===== src/rtl/cic_interpolator.sv =====
`default_nettype none
// +--------------------------------------------------------------------------+
// | cic_interpolator : N-stage CIC interpolator with a runtime factor R.     |
// | Combs at the input rate, zero-stuffing, integrators at the output rate.  |
// | Rev 1.0                                                                  |
// +--------------------------------------------------------------------------+
module cic_interpolator #(
    parameter int N              = 4,
    parameter int M              = 1,
    parameter int InDataWidth    = 14,
    parameter int OutDataWidth   = 32,
    parameter int InterpCntWidth = 7
) (
    input  logic                           Clk_i,
    input  logic                           Rst_i,
    input  logic [InterpCntWidth-1:0]      InterpFactor_i,
    input  logic signed [InDataWidth-1:0]  Data_i,
    input  logic                           DataNd_i,
    output logic                           Ready_o,
    output logic signed [OutDataWidth-1:0] Data_o,
    output logic                           DataValid_o
);

    typedef enum logic [0:0] {
        IDLE  = 1'b0,
        BURST = 1'b1
    } state_t;

    typedef logic signed [OutDataWidth-1:0] sample_t;

    localparam logic [InterpCntWidth-1:0] c_ph_one = {{(InterpCntWidth-1){1'b0}}, 1'b1};

    state_t                    state_q;
    logic [InterpCntWidth-1:0] phase_q;
    logic [InterpCntWidth-1:0] r_lat_q;
    sample_t                   dly_q [N][M];
    sample_t                   comb_out_q;
    sample_t                   integ_q [N];

    sample_t                   w_stage_in [N];
    sample_t                   w_comb_out;
    sample_t                   w_acc;
    sample_t                   w_integ_in;
    sample_t                   integ_d [N];
    logic                      w_last;
    logic                      w_accept;
    logic                      w_enable;

    assign w_enable = (state_q == BURST);
    assign w_last   = w_enable && (phase_q == (r_lat_q - c_ph_one));
    assign Ready_o  = (state_q == IDLE) || w_last;
    assign w_accept = DataNd_i && Ready_o;

    // Comb cascade: each stage subtracts its own input delayed by M accepts.
    always_comb begin
        w_acc = {{(OutDataWidth-InDataWidth){Data_i[InDataWidth-1]}}, Data_i};
        for (int i = 0; i < N; i++) begin
            w_stage_in[i] = w_acc;
            w_acc         = w_acc - dly_q[i][M-1];
        end
        w_comb_out = w_acc;
    end

    // Zero-stuffing: only the first output slot of a burst carries the comb value.
    always_comb begin
        w_integ_in = (phase_q == '0) ? comb_out_q : '0;
        integ_d[0] = integ_q[0] + w_integ_in;
        for (int i = 1; i < N; i++) begin
            integ_d[i] = integ_q[i] + integ_q[i-1];
        end
    end

    always_ff @(posedge Clk_i or negedge Rst_i) begin
        if (!Rst_i) begin
            state_q     <= IDLE;
            phase_q     <= '0;
            r_lat_q     <= '0;
            comb_out_q  <= '0;
            Data_o      <= '0;
            DataValid_o <= 1'b0;
            for (int i = 0; i < N; i++) begin
                integ_q[i] <= '0;
                for (int j = 0; j < M; j++) begin
                    dly_q[i][j] <= '0;
                end
            end
        end else begin
            if (w_accept) begin
                comb_out_q <= w_comb_out;
                for (int i = 0; i < N; i++) begin
                    dly_q[i][0] <= w_stage_in[i];
                    for (int j = 1; j < M; j++) begin
                        dly_q[i][j] <= dly_q[i][j-1];
                    end
                end
                r_lat_q <= (InterpFactor_i == '0) ? c_ph_one : InterpFactor_i;
                phase_q <= '0;
                state_q <= BURST;
            end else if (state_q == BURST) begin
                if (w_last) begin
                    state_q <= IDLE;
                end else begin
                    phase_q <= phase_q + c_ph_one;
                end
            end

            // Output takes the freshly updated last stage so the chain delay is N-1.
            if (w_enable) begin
                for (int i = 0; i < N; i++) begin
                    integ_q[i] <= integ_d[i];
                end
                Data_o <= integ_d[N-1];
            end
            DataValid_o <= w_enable;
        end
    end

endmodule
`default_nettype wire


===== config.mk =====
export PLATFORM = sky130hd
export DESIGN_NAME = cic_interpolator
export DESIGN_NICKNAME = d
export VERILOG_FILES = /design/src/rtl/cic_interpolator.sv
export SDC_FILE = /design/constraint.sdc
export NUM_CORES = 1
export LEC_CHECK = 0
export ABC_CLOCK_PERIOD_IN_PS = 9600
export CAP_MARGIN = 30
export CORE_MARGIN = 1.5
export CORE_UTILIZATION = 69
export CTS_CLUSTER_SIZE = 30
export DETAILED_ROUTE_END_ITERATION = 10
export GPL_TIMING_DRIVEN = 0
export PLACE_DENSITY = 0.88
export SYNTH_ARGS = -nofsm -noshare
export SYNTH_HDL_FRONTEND = slang
export SYNTH_SLANG_ARGS = --single-unit
export TNS_END_PERCENT = 20

===== constraint.sdc =====
create_clock -name Clk_i -period 9.6 [get_ports Clk_i]
set_input_delay 0.96 -clock Clk_i [delete_from_list [all_inputs] [get_ports Clk_i]]
set_output_delay 0.96 -clock Clk_i [all_outputs]
set_load 0.01 [all_outputs]

==> results.sh <==
export IMPL_end_kind="flop"
export IMPL_grt_max_degree=128
export IMPL_io_pins=58
export IMPL_r2r_slack_ns=1.83
export IMPL_initial_core_util_pct=70.8
export IMPL_required_ns=10.00
export IMPL_hold_violations=0
export IMPL_dr_wl_met3_um=1850
export IMPL_dp_hpwl_um=34100
export IMPL_grt_antenna_before_repair=0
export IMPL_synth_top_area_share_pct=31.9
export IMPL_topRoutingLayerUsed="met4"
export IMPL_rsz0062_at_grt="false"
export IMPL_drc_errors=0
export IMPL_slowest_delay_ns=0.57
export IMPL_coreArea_um2=28000
export IMPL_cp_arrival_ns=8.69
export IMPL_period_needed_ns=8.28
export IMPL_finalWeightedCongestion=0.965
export IMPL_syn2layout_area_growth_pct=10.1
export IMPL_drv_slew=0
export IMPL_r2r_cells=35
export IMPL_postCtsHoldBufs=0
export IMPL_first_pass_iters=7
export IMPL_syn_num_nets=2437
export IMPL_yosys_top_cells_area="dfrtp_1, ha_1, mux2_2, xnor2_1, o21ai_0"
export IMPL_seq_area_frac_synth_pct=31.9
export IMPL_drtAntennaViolNets=0
export IMPL_n_antenna_cell=0
export IMPL_portBuffers=57
export IMPL_cts_resized_gates=0
export IMPL_route_met2_wl_um=22700
export IMPL_synth_flop_cell="dfrtp_1"
export IMPL_clock_skew_ns=0.0122
export IMPL_fin_ws_ns=1.32
export IMPL_drt_iter0_drc=1079
export IMPL_crit_slowest_cell="a21boi_1"
export IMPL_drt_vias_per_instance=6.16
export IMPL_final_nets=2528
export IMPL_pre_cts_slack_ns=0.969
export IMPL_cts_setup_buffers=0
export IMPL_clk_pin_slew_ns=0.06
export IMPL_worst_pin_slew_ns=0.924
export IMPL_max_clock_freq_mhz=121
export IMPL_netlist_top_cell_by_area="dfrtp_1"
export IMPL_status="completed"
export IMPL_yosys_warnings=0
export IMPL_hold_path_class="in2async"
export IMPL_endpoint="comb_out_q[26]"
export IMPL_globalRoute_totalOverflow=0
export IMPL_synth_edf_count=0
export IMPL_clock_latency_ns=0.55
export IMPL_rr_endpoint="comb_out_q[26]"
export IMPL_setup_violations=0
export IMPL_worstPathMaxFanout=8
export IMPL_synthesis_area_um2=19800
export IMPL_crit_top_cell="a21oi_1"
export IMPL_path_class="in2reg"
export IMPL_clockRootBuffer="clkbuf_16"
export IMPL_grt_pass1_vias=16500
export IMPL_cts_max_level=1
export IMPL_async_flop_share_pct=100
export IMPL_ys_ff_latch=253
export IMPL_numCtsBuffers=29
export IMPL_met1_length_um=18700
export IMPL_startpoint_type="input port"
export IMPL_die_area_um2=29800
export IMPL_finalCritPeriodShare_pct=86.3
export IMPL_wire_per_inst_um=17.0
export IMPL_drv_cap=0
export IMPL_relSlewSlack_pct=38.4
export IMPL_die_y_um=173
export IMPL_wl_um=45600
export IMPL_drive_gt1_share_pct=9.88
export IMPL_synth_cell_type_count=83
export IMPL_vias=16600
export IMPL_cts_tree="yes"
export IMPL_clockBufferDepth=3
export IMPL_synth_area_per_cell_um2=9.01
export IMPL_clkSinkCount=253
export IMPL_die_x_um=173
export IMPL_track_usage_pct=30.5
export IMPL_grt_pass1_wl_um=76800
export IMPL_crit_path_start="Data_i[0]"
export IMPL_r2r_start="dly_q[96]"
export IMPL_synth_cells=2201
export IMPL_num_rows=61
-- cell usage after synthesis, drive strengths merged (4+ instances only) --
cell type,n
nand2,203
o211ai,16
fa,9
dfrtp,253
o2111ai,5
o21ai,190
nor2,114
or2,7
a211oi,20
nor2b,25
a21o,87
o2bb2ai,5
nor3,33
o21a,34
inv,124
mux2i,8
nand3b,7
a2111oi,9
nor4,5
nand4,19
buf,42
or3,8
clkbuf,55
nand2b,27
nand3,37
a31oi,19
o21bai,19
a311oi,4
a31o,7
mux2,106
a21oi,166
a211o,7
o31ai,22
ha,203
a21boi,24
xnor2,112
xor2,68
o31a,7
and3,11
and2,42
and4,4
-- cell type report --
| cell class | count | area [um^2] |
|---|---|---|
| plain buffers | 97 | 500 |
| clock buffers | 45 | 876 |
| clock inverters | 2 | 12.5 |
| fillers | 1874 | 6170 |
| inverters | 125 | 469 |
| multi-input cells | 1726 | 12500 |
| flip-flops and latches | 253 | 6330 |
| well taps | 378 | 473 |
| repair buffers | 60 | 636 |
-- cells in the final DEF, fill, tap and decap left out, types with 9 or more instances in the layout --
| cell type | instances |
|---|---|
| o21ai_0 | 178 |
| clkbuf_16 | 29 |
| ha_1 | 203 |
| mux2_2 | 106 |
| and3_1 | 11 |
| and2_1 | 42 |
| nor2b_1 | 24 |
| clkbuf_1 | 62 |
| o21bai_1 | 19 |
| a211oi_1 | 18 |
| xnor2_1 | 112 |
| a21boi_0 | 23 |
| a21oi_1 | 165 |
| a21o_1 | 87 |
| fa_1 | 9 |
| nand2_1 | 203 |
| nand2b_1 | 27 |
| inv_1 | 124 |
| nand4_1 | 19 |
| clkbuf_8 | 9 |
| o31ai_1 | 20 |
| o211ai_1 | 15 |
| nand3_1 | 37 |
| dfrtp_1 | 253 |
| xor2_1 | 68 |
| o21a_1 | 34 |
| nor2_1 | 114 |
| buf_4 | 32 |
| clkdlybuf4s50_1 | 56 |
| a31oi_1 | 17 |
| nor3_1 | 33 |
| o21ai_1 | 10 |
-- sequential cells by signal, indices dropped and copies added, names as in the netlist --
register,cells
phase_q,7
dly_q,77
integ_q,128
r_lat_q,7
state_q,1
DataValid_o,1
comb_out_q,32
-- cells by family after synthesis --
kind of cell	count (synthesis)	synth area share [%]
xor gates and xnor gates	180	7.95
DFF	253	31.9
AOI/OAI and AO/OA	672	22.1
adders and majority gates	212	13.7
muxes	114	6.42
and+or+nand+nor	548	13.0
buffers and inverters	222	4.89
-- worst min path at each step --
stage | endpoint | slack [ns] | cells after the start
floorplan | DataValid_o | 0.40 | 0
global placement | comb_out_q[18] | 0.45 | 2
detailed placement | comb_out_q[25] | 0.46 | 2
CTS | integ_q[3] | 0.23 | 1
global route | integ_q[3] | 0.24 | 1
finish | integ_q[3] | 0.24 | 1
-- critical path: cells and delay by family --
family                   cells  cell delay [ns]
AO/OA/AOI/OAI               15             3.17
buffers and inverters        3             0.53
AND/OR/NAND/NOR             10             1.47
XOR/XNOR                     3             0.43
adder cells (fa/ha/maj)      6             2.11
-- stage by stage --
stage / area [um^2] / utilization [%] / hold slack (ns) / setup TNS, ns / cells
after floorplan: 19800 / - / 0.396 / 0 / 2201
final: 21800 / 78.0 / 0.236 / 0 / 2686
after detailed placement: 20900 / 74.8 / 0.462 / 0 / 2639
after global routing: 21800 / 78.0 / 0.238 / 0 / 2686
after global placement: 20900 / 74.6 / 0.453 / -720.39 / 2636
after CTS: 21800 / 78.0 / 0.226 / 0 / 2686
-- routing by layer --
layer | vias to the layer above | GRT usage (%)
li1 | 8055 | -
met1 | 7854 | 35.7
met2 | 487 | 56.0
met3 | 157 | 2.92
met4 | 0 | 14.7
met5 | - | 0
Power is left out: the tool's default activity adds up to more than one toggle a clock period on the data nets, which glitch-free logic cannot reach.
